==> config.mk <==
export PLATFORM = sky130hd
export DESIGN_NAME = rf_write_arbiter
export DESIGN_NICKNAME = d
export VERILOG_FILES = /design/src/rtl/rf_write_arbiter.sv
export SDC_FILE = /design/constraint.sdc
export NUM_CORES = 1
export LEC_CHECK = 0
export ABC_AREA = 0
export BUFFER_PORTS_ARGS = -buffer_cell sky130_fd_sc_hd__buf_2
export CELL_PAD_IN_SITES_DETAIL_PLACEMENT = 1
export CELL_PAD_IN_SITES_GLOBAL_PLACEMENT = 1
export CORE_UTILIZATION = 50
export DETAILED_ROUTE_END_ITERATION = 8
export PLACE_DENSITY = 0.9
export SLEW_MARGIN = 20
export SYNTH_ARGS = -nofsm -noshare
export SYNTH_HDL_FRONTEND = slang
export SYNTH_SLANG_ARGS = --single-unit
==> constraint.sdc <==
create_clock -name clk -period 5.54 [get_ports clk]
set_clock_uncertainty 0.2 [all_clocks]
set_input_delay 1.108 -clock clk [delete_from_list [all_inputs] [get_ports clk]]
set_output_delay 1.108 -clock clk [all_outputs]
set_load 0.01 [all_outputs]
==> src/rtl/rf_write_arbiter.sv <==
// Write-port arbiter for the 8x16 register file: merges ALU and load writebacks
// into an in-order FIFO, drains one entry per cycle, and offers bypass lookups.
module rf_write_arbiter #(
  parameter int unsigned DATA_W = 16,
  parameter int unsigned ADDR_W = 3,
  parameter int unsigned DEPTH  = 4
) (
  input  logic              clk,
  input  logic              rst_n,
  input  logic              alu_valid,
  output logic              alu_ready,
  input  logic [ADDR_W-1:0] alu_dest,
  input  logic [DATA_W-1:0] alu_data,
  input  logic              mem_valid,
  output logic              mem_ready,
  input  logic [ADDR_W-1:0] mem_dest,
  input  logic [DATA_W-1:0] mem_data,
  output logic              rw_en,
  output logic [ADDR_W-1:0] rw_dest,
  output logic [DATA_W-1:0] rw_data,
  input  logic [ADDR_W-1:0] byp_addr_1,
  input  logic [ADDR_W-1:0] byp_addr_2,
  output logic              byp_hit_1,
  output logic [DATA_W-1:0] byp_data_1,
  output logic              byp_hit_2,
  output logic [DATA_W-1:0] byp_data_2,
  output logic [ADDR_W:0]   pending
);

  localparam int unsigned PTR_W = (DEPTH > 1) ? $clog2(DEPTH) : 1;
  localparam int unsigned CNT_W = ADDR_W + 1;

  logic [ADDR_W-1:0] dest_q [DEPTH];
  logic [DATA_W-1:0] data_q [DEPTH];
  logic [PTR_W-1:0]  head_q;
  logic [PTR_W-1:0]  tail_q;

  logic [CNT_W-1:0]  free_c;
  logic              mem_push_c;
  logic              alu_push_c;
  logic              pop_c;
  logic [PTR_W-1:0]  alu_slot_c;
  logic [PTR_W-1:0]  head_d;
  logic [PTR_W-1:0]  tail_d;
  logic [CNT_W-1:0]  pending_d;
  logic [PTR_W-1:0]  byp_idx_c;

  // Readiness looks at occupancy before this cycle's pop; load wins the last slot.
  assign free_c     = CNT_W'(DEPTH) - pending;
  assign mem_ready  = rst_n && (free_c >= CNT_W'(1));
  assign alu_ready  = rst_n && ((free_c >= CNT_W'(2)) ||
                                ((free_c == CNT_W'(1)) && !mem_valid));
  assign mem_push_c = mem_valid && mem_ready;
  assign alu_push_c = alu_valid && alu_ready;
  assign pop_c      = (pending != '0);
  assign alu_slot_c = mem_push_c ? (tail_q + PTR_W'(1)) : tail_q;

  always_comb begin
    head_d    = pop_c ? (head_q + PTR_W'(1)) : head_q;
    tail_d    = tail_q + PTR_W'(mem_push_c) + PTR_W'(alu_push_c);
    pending_d = pending + CNT_W'(mem_push_c) + CNT_W'(alu_push_c) - CNT_W'(pop_c);
  end

  always_ff @(posedge clk) begin
    if (!rst_n) begin
      head_q  <= '0;
      tail_q  <= '0;
      pending <= '0;
      rw_en   <= 1'b0;
      rw_dest <= '0;
      rw_data <= '0;
    end else begin
      head_q  <= head_d;
      tail_q  <= tail_d;
      pending <= pending_d;
      rw_en   <= pop_c;
      if (pop_c) begin
        rw_dest <= dest_q[head_q];
        rw_data <= data_q[head_q];
      end
    end
  end

  // Entry storage needs no reset: occupancy alone decides which slots are live.
  always_ff @(posedge clk) begin
    if (rst_n) begin
      if (mem_push_c) begin
        dest_q[tail_q] <= mem_dest;
        data_q[tail_q] <= mem_data;
      end
      if (alu_push_c) begin
        dest_q[alu_slot_c] <= alu_dest;
        data_q[alu_slot_c] <= alu_data;
      end
    end
  end

  // Oldest-to-youngest scan with later matches overriding, so the youngest wins.
  always_comb begin
    byp_hit_1  = rw_en && (rw_dest == byp_addr_1);
    byp_data_1 = byp_hit_1 ? rw_data : '0;
    byp_hit_2  = rw_en && (rw_dest == byp_addr_2);
    byp_data_2 = byp_hit_2 ? rw_data : '0;
    byp_idx_c  = head_q;
    for (int unsigned k = 0; k < DEPTH; k++) begin
      byp_idx_c = head_q + PTR_W'(k);
      if (CNT_W'(k) < pending) begin
        if (dest_q[byp_idx_c] == byp_addr_1) begin
          byp_hit_1  = 1'b1;
          byp_data_1 = data_q[byp_idx_c];
        end
        if (dest_q[byp_idx_c] == byp_addr_2) begin
          byp_hit_2  = 1'b1;
          byp_data_2 = data_q[byp_idx_c];
        end
      end
    end
  end

endmodule

Word level (Yosys, flattened, before mapping)
Memories as Yosys holds them, arrays and structs flattened. A register that Yosys moved wholly into a read port is not among the register bits. Index checks and enable logic that the tools add are counted.

Add/sub/neg operators: 10. Multipliers: 0. Divide/modulo/power cells: 0. Order comparisons: 6. Equality and inequality tests: 11. Shift-type cells: 0. Multiplexer cells: 45. Bitwise logic cells: 0. Reductions and logical operators: 10.

Operators with widths (count): $mux 16 (18); $eq 3x3->1 (10); $mux 1 (22); $mux 2 (5); $add 4x1->4 (2); $lt 1x4->1 const A (2); $lt 2x4->1 const A (2); $logic_and 1x1->1 (7); $add 2x1->2 (2); $add 2x1->2 const B (2); $add 2x2->2 const B (2); $eq 4x1->1 const B (1); $ge 4x1->1 const B (1); $ge 4x2->1 const B (1); $reduce_bool 4->1 (1); $sub 3x4->4 const A (1); $sub 4x1->4 (1); $logic_not 1->1 (1); $logic_or 1x1->1 (1).

Flip-flop bits (word level): 28. Bits in latches: 0. Memory bits (writable): 76. Memory bits (read-only): 0. Bits of input ports: 48. Output and inout bits: 60. Memories: 2.

Memory list: data_q (depth 4, bits a word 16, read ports 4, clocked after memory_dff 1, wr ports 2, line 34) `logic [DATA_W-1:0] data_q [DEPTH];`; dest_q (depth 4, bits a word 3, read ports 4, clocked after memory_dff 1, wr ports 2, line 33) `logic [ADDR_W-1:0] dest_q [DEPTH];`.

Depth between registers and ports, before layout
Word-level depth: 11. Mapped depth: 14. Mapped depth without buffers: 13.

Worst setup path after synthesis
OpenSTA, ideal clock, no wires.

Kind: in2out. From: input byp_addr_1[0]. To: output byp_data_1[10]. Arrival: 2761 ps. Setup slack: 1471 ps. Stages on the path: 8. Buffers on the path: 2. Cells stage by stage: clkbuf_1 -> xnor2_1 -> nand4_1 -> a41oi_2 -> buf_2 -> a221oi_1 -> a211o_1 -> a31oi_1.

Word-level cells in the longest chain between the ends: 11. Elaborated cells between the ends (all ways): 15. Those cells by class: eq/ne (5); mux (9); reduce/logical (1).

RTL lines: from (decl) (line 21) `input logic [ADDR_W-1:0] byp_addr_1,`; $eq 3x3->1 (line 100) `byp_hit_1 = rw_en && (rw_dest == byp_addr_1);`; $logic_and 1x1->1 (line 100); $mux 16 (line 101) `byp_data_1 = byp_hit_1 ? rw_data : '0;`; $mux 16 (line 108) `if (dest_q[byp_idx_c] == byp_addr_1) begin`; $mux 16 (line 107) `if (CNT_W'(k) < pending) begin`; $mux 16 (line 108); $mux 16 (line 107); $mux 16 (line 108); $mux 16 (line 107); $mux 16 (line 108); $mux 16 * (line 107); to (decl) (line 24) `output logic [DATA_W-1:0] byp_data_1,`.

Mark *: on every way between the ends. The rest lies on a longest branch, timed or not.

Worst setup path after layout
From: register pending[1]. To: output byp_data_1[1].

Word-level cells in the longest chain between the ends: 8. Elaborated cells between the ends (all ways): 11. Those cells by class: order compare (4); mux (7).

RTL lines: from (decl) (line 27) `output logic [ADDR_W:0] pending`; from (signal assigned) (line 75) `pending <= pending_d;`; $lt 1x4->1 (line 107); $mux 16 (line 107); $mux 16 (line 108); $mux 16 (line 107); $mux 16 (line 108); $mux 16 (line 107); $mux 16 (line 108); $mux 16 * (line 107).

Marks and branches as above.

==> results.tsv <==
stage	metric	value	unit
run_status	status	completed	
sta	setup TNS	0	ns
final_layout	fin util	0.580	
placed_design	I/O Buffers	107	
clock_tree	CTS tree	done	
final_layout	fraction of layout cells with a size suffix above 1	0.330	
worst_setup_path	crit-path max FO	26	
final_layout	layout net count	868	
logic_synthesis	Top FF cell, synth	edfxtp_1	
global_route	first-pass GRT wire length	39600	um
clock_tree	CTS Hold Buffers Added	0	
sta	hold_ws	0.327	ns
worst_setup_path	critical path class	reg2out	
sta	final setup fails	0	
routing	Vias/cell	6.63	
worst_setup_path	Worst EP arrival	3.54	ns
logic_synthesis	Syn. warnings	0	
floorplan	# rows	45	
routing	wire per inst	25.2	um
clock_tree	PostCTS Resize Cnt	0	
clock_tree	root buf cell	clkbuf_16	
sta	Max Freq	0.206	GHz
sta	final worst slack	0.692	ns
global_route	aggregate global-route resource usage	0.320	
power_and_ir_drop	VDD IR max	0.000239	V
run	Max Cap Viol	0	
final_layout	ant diodes	0	
floorplan	Die H	128	um
logic_synthesis	Synth async-reset ratio	0	
global_route	global route total overflow	0	
routing	Pre-antenna DRT Iters	6	
clock_tree	H-tree Lvls	3	
power_and_ir_drop	Pwr Density	566	nW/um^2
clock_tree	# Post-CTS Setup Buffers	0	
floorplan	Placeable Area	15400	sq um
logic_synthesis	Post-synth EDFFs	76	
placed_design	pre-CTS setup slack	0.973	ns
power_and_ir_drop	switching share of total power	0.467	
final_layout	most frequent cells in the layout	buf_2, mux2_2, nor2_1, edfxtp_1, mux2i_1	
clock_tree	Max clock buf depth	2	
power_and_ir_drop	leak pwr	3.27	nW
sta	crit path time final	4.85	ns
global_route	vias in the first global route	6702	
power_and_ir_drop	sequential fraction of design power	0.259	
placed_design	gpl congestion	0.976	
logic_synthesis	Netlist cell types	43	
power_and_ir_drop	Power, Total	5.04	mW
logic_synthesis	post-synthesis sequential area ratio	0.362	
routing	Routed WL	25700	um
global_route	initial antenna violation count	1	
placed_design	post-DP HPWL	18600	um
global_route	largest net degree at the start of global routing	83	
logic_synthesis	Cells after Synth	737	
logic_synthesis	synthesized area per cell	10.8	sq um
power_and_ir_drop	Int Pwr	2.69	mW
clock_tree	Clk Latency, worst-skew pair	0.38	ns
clock_tree	clock-pin slew on the worst setup and hold paths	0.08	ns
routing	Remaining DRCs	0	
final_layout	commonest non-fill, non-tap cell in the layout	buf_2	
sta	fin crit share	0.875	
routing	DRT iter0 DRCs	921	
clock_tree	CTS sink cnt	106	
sta	final hold violation count	0	
sta	slew at the pin closest to its max-slew limit	1.09	ns
worst_setup_path	Worst Setup End Kind	output pin	
logic_synthesis	flop and latch count out of synthesis	106	
sta	slew margin rel.	0.274	
sta	Final Max Slew Viols	0	
logic_synthesis	Syn Std Cell Area	7960	sq um
floorplan	I/O Pins	108	
power_and_ir_drop	Comb power frac	0.601	
power_and_ir_drop	NetSw	2.35	mW
power_and_ir_drop	Clk network pwr share	0.140	
worst_setup_path	crit start category	flip-flop	
floorplan	Die X-Extent	128	um
routing	Antenna Nets Post-Route	0	
min_path	Hold Path Class	reg2reg	
floorplan	Initial Utilization	0.518	
worst_setup_path	worst path required time	4.23	ns
clock_tree	TritonCTS buffer count	9	
logic_synthesis	syn_nets	801	
routing	DR vias	6760	
floorplan	die area	16400	sq um
sta	unrepaired setup endpoints after global routing	false	
final_layout	Layout area overhead	11.9	%
[logic make-up after synthesis]
| kind of cell | count (synthesis) | share of synthesized area |
|---|---|---|
| xor gates and xnor gates | 35 | 0.0385 |
| buffers and inverters | 82 | 0.0462 |
| and+or+nand+nor | 151 | 0.0874 |
| adders and majority gates | 16 | 0.0280 |
| AOI/OAI and AO/OA | 162 | 0.147 |
| DFF | 106 | 0.362 |
| muxes | 185 | 0.291 |
[area by class of cell]
class / count / area [sq um]
fill: 1688 / 6460
multi-input combinational: 549 / 4720
sequential: 106 / 2890
timing repair buffer: 125 / 671
tap: 211 / 264
clock buffer: 9 / 225
clock inverter: 7 / 93.8
inverter: 13 / 48.8
[power by group through the flow]
stage,Clock [mW],Sequential (mW),Combinational [mW]
after CTS,0.703,1.30,2.98
after floorplan,0,1.25,2.07
final,0.704,1.31,3.03
after detailed placement,0,1.31,2.95
after global routing,0.723,1.33,3.23
after global placement,0,1.28,2.81
[flip-flops by register name (all words and copies together) (netlist names), named ones only]
register  cells
data_q       64
rw_data      16
dest_q       12
pending       4
rw_dest       3
head_q        2
tail_q        2
rw_en         1
[worst max-delay path: stages (launching register included)]
cell and delay [ns]:
dfxtp_1 0.38, inv_1 0.20, ha_1 0.25, and2_1 0.15, buf_4 0.24, inv_1 0.06
buf_4 0.22, a41oi_2 0.63, a221oi_1 0.26, a211o_1 0.33, a31oi_1 0.23, buf_2 0.19
[synth_stat cells, drive strengths merged (5+ instances only)]
master / n / area [sq um]
edfxtp: 76 / 2280
and2: 18 / 113
mux2: 92 / 1040
clkbuf: 41 / 155
xor2: 11 / 96.3
mux4: 28 / 631
a221o: 16 / 160
xnor2: 24 / 210
ha: 13 / 163
mux2i: 65 / 651
a21o: 5 / 37.5
nand2: 31 / 116
a211o: 16 / 140
buf: 28 / 164
dfxtp: 30 / 601
inv: 13 / 48.8
nor2: 77 / 289
a21oi: 54 / 270
a211oi: 16 / 120
a31oi: 18 / 113
a221oi: 32 / 280
[routing by layer]
layer	part of all wire	GRT usage	vias up
li1	-	-	2970
met4	0.021	0.109	0
met1	0.43	0.448	3381
met5	0	0	-
met3	0.077	0.0480	53
met2	0.47	0.507	356
[path summary, 6_finish.rpt]
| kind | from | endpoint | slack [ns] | cells past startpoint |
|---|---|---|---|---|
| worst min register to register | rw_dest[2] | rw_dest[2] | 0.33 | 2 |
| worst max register to register | pending[1] | data_q[0][13] | 1.19 | 10 |
| worst min-delay path | rw_dest[2] | rw_dest[2] | 0.33 | 2 |
| worst max-delay path | pending[1] | byp_data_1[1] | 0.69 | 11 |
[per-stage QoR]
step                std cells  area, sq um
global placement         1004         8590
CTS                      1020         8910
global route             1020         8910
detailed placement       1004         8590
finish                   1020         8910
floorplan                 737         7960
No activity file was read; power rests on OpenSTA's default activity.
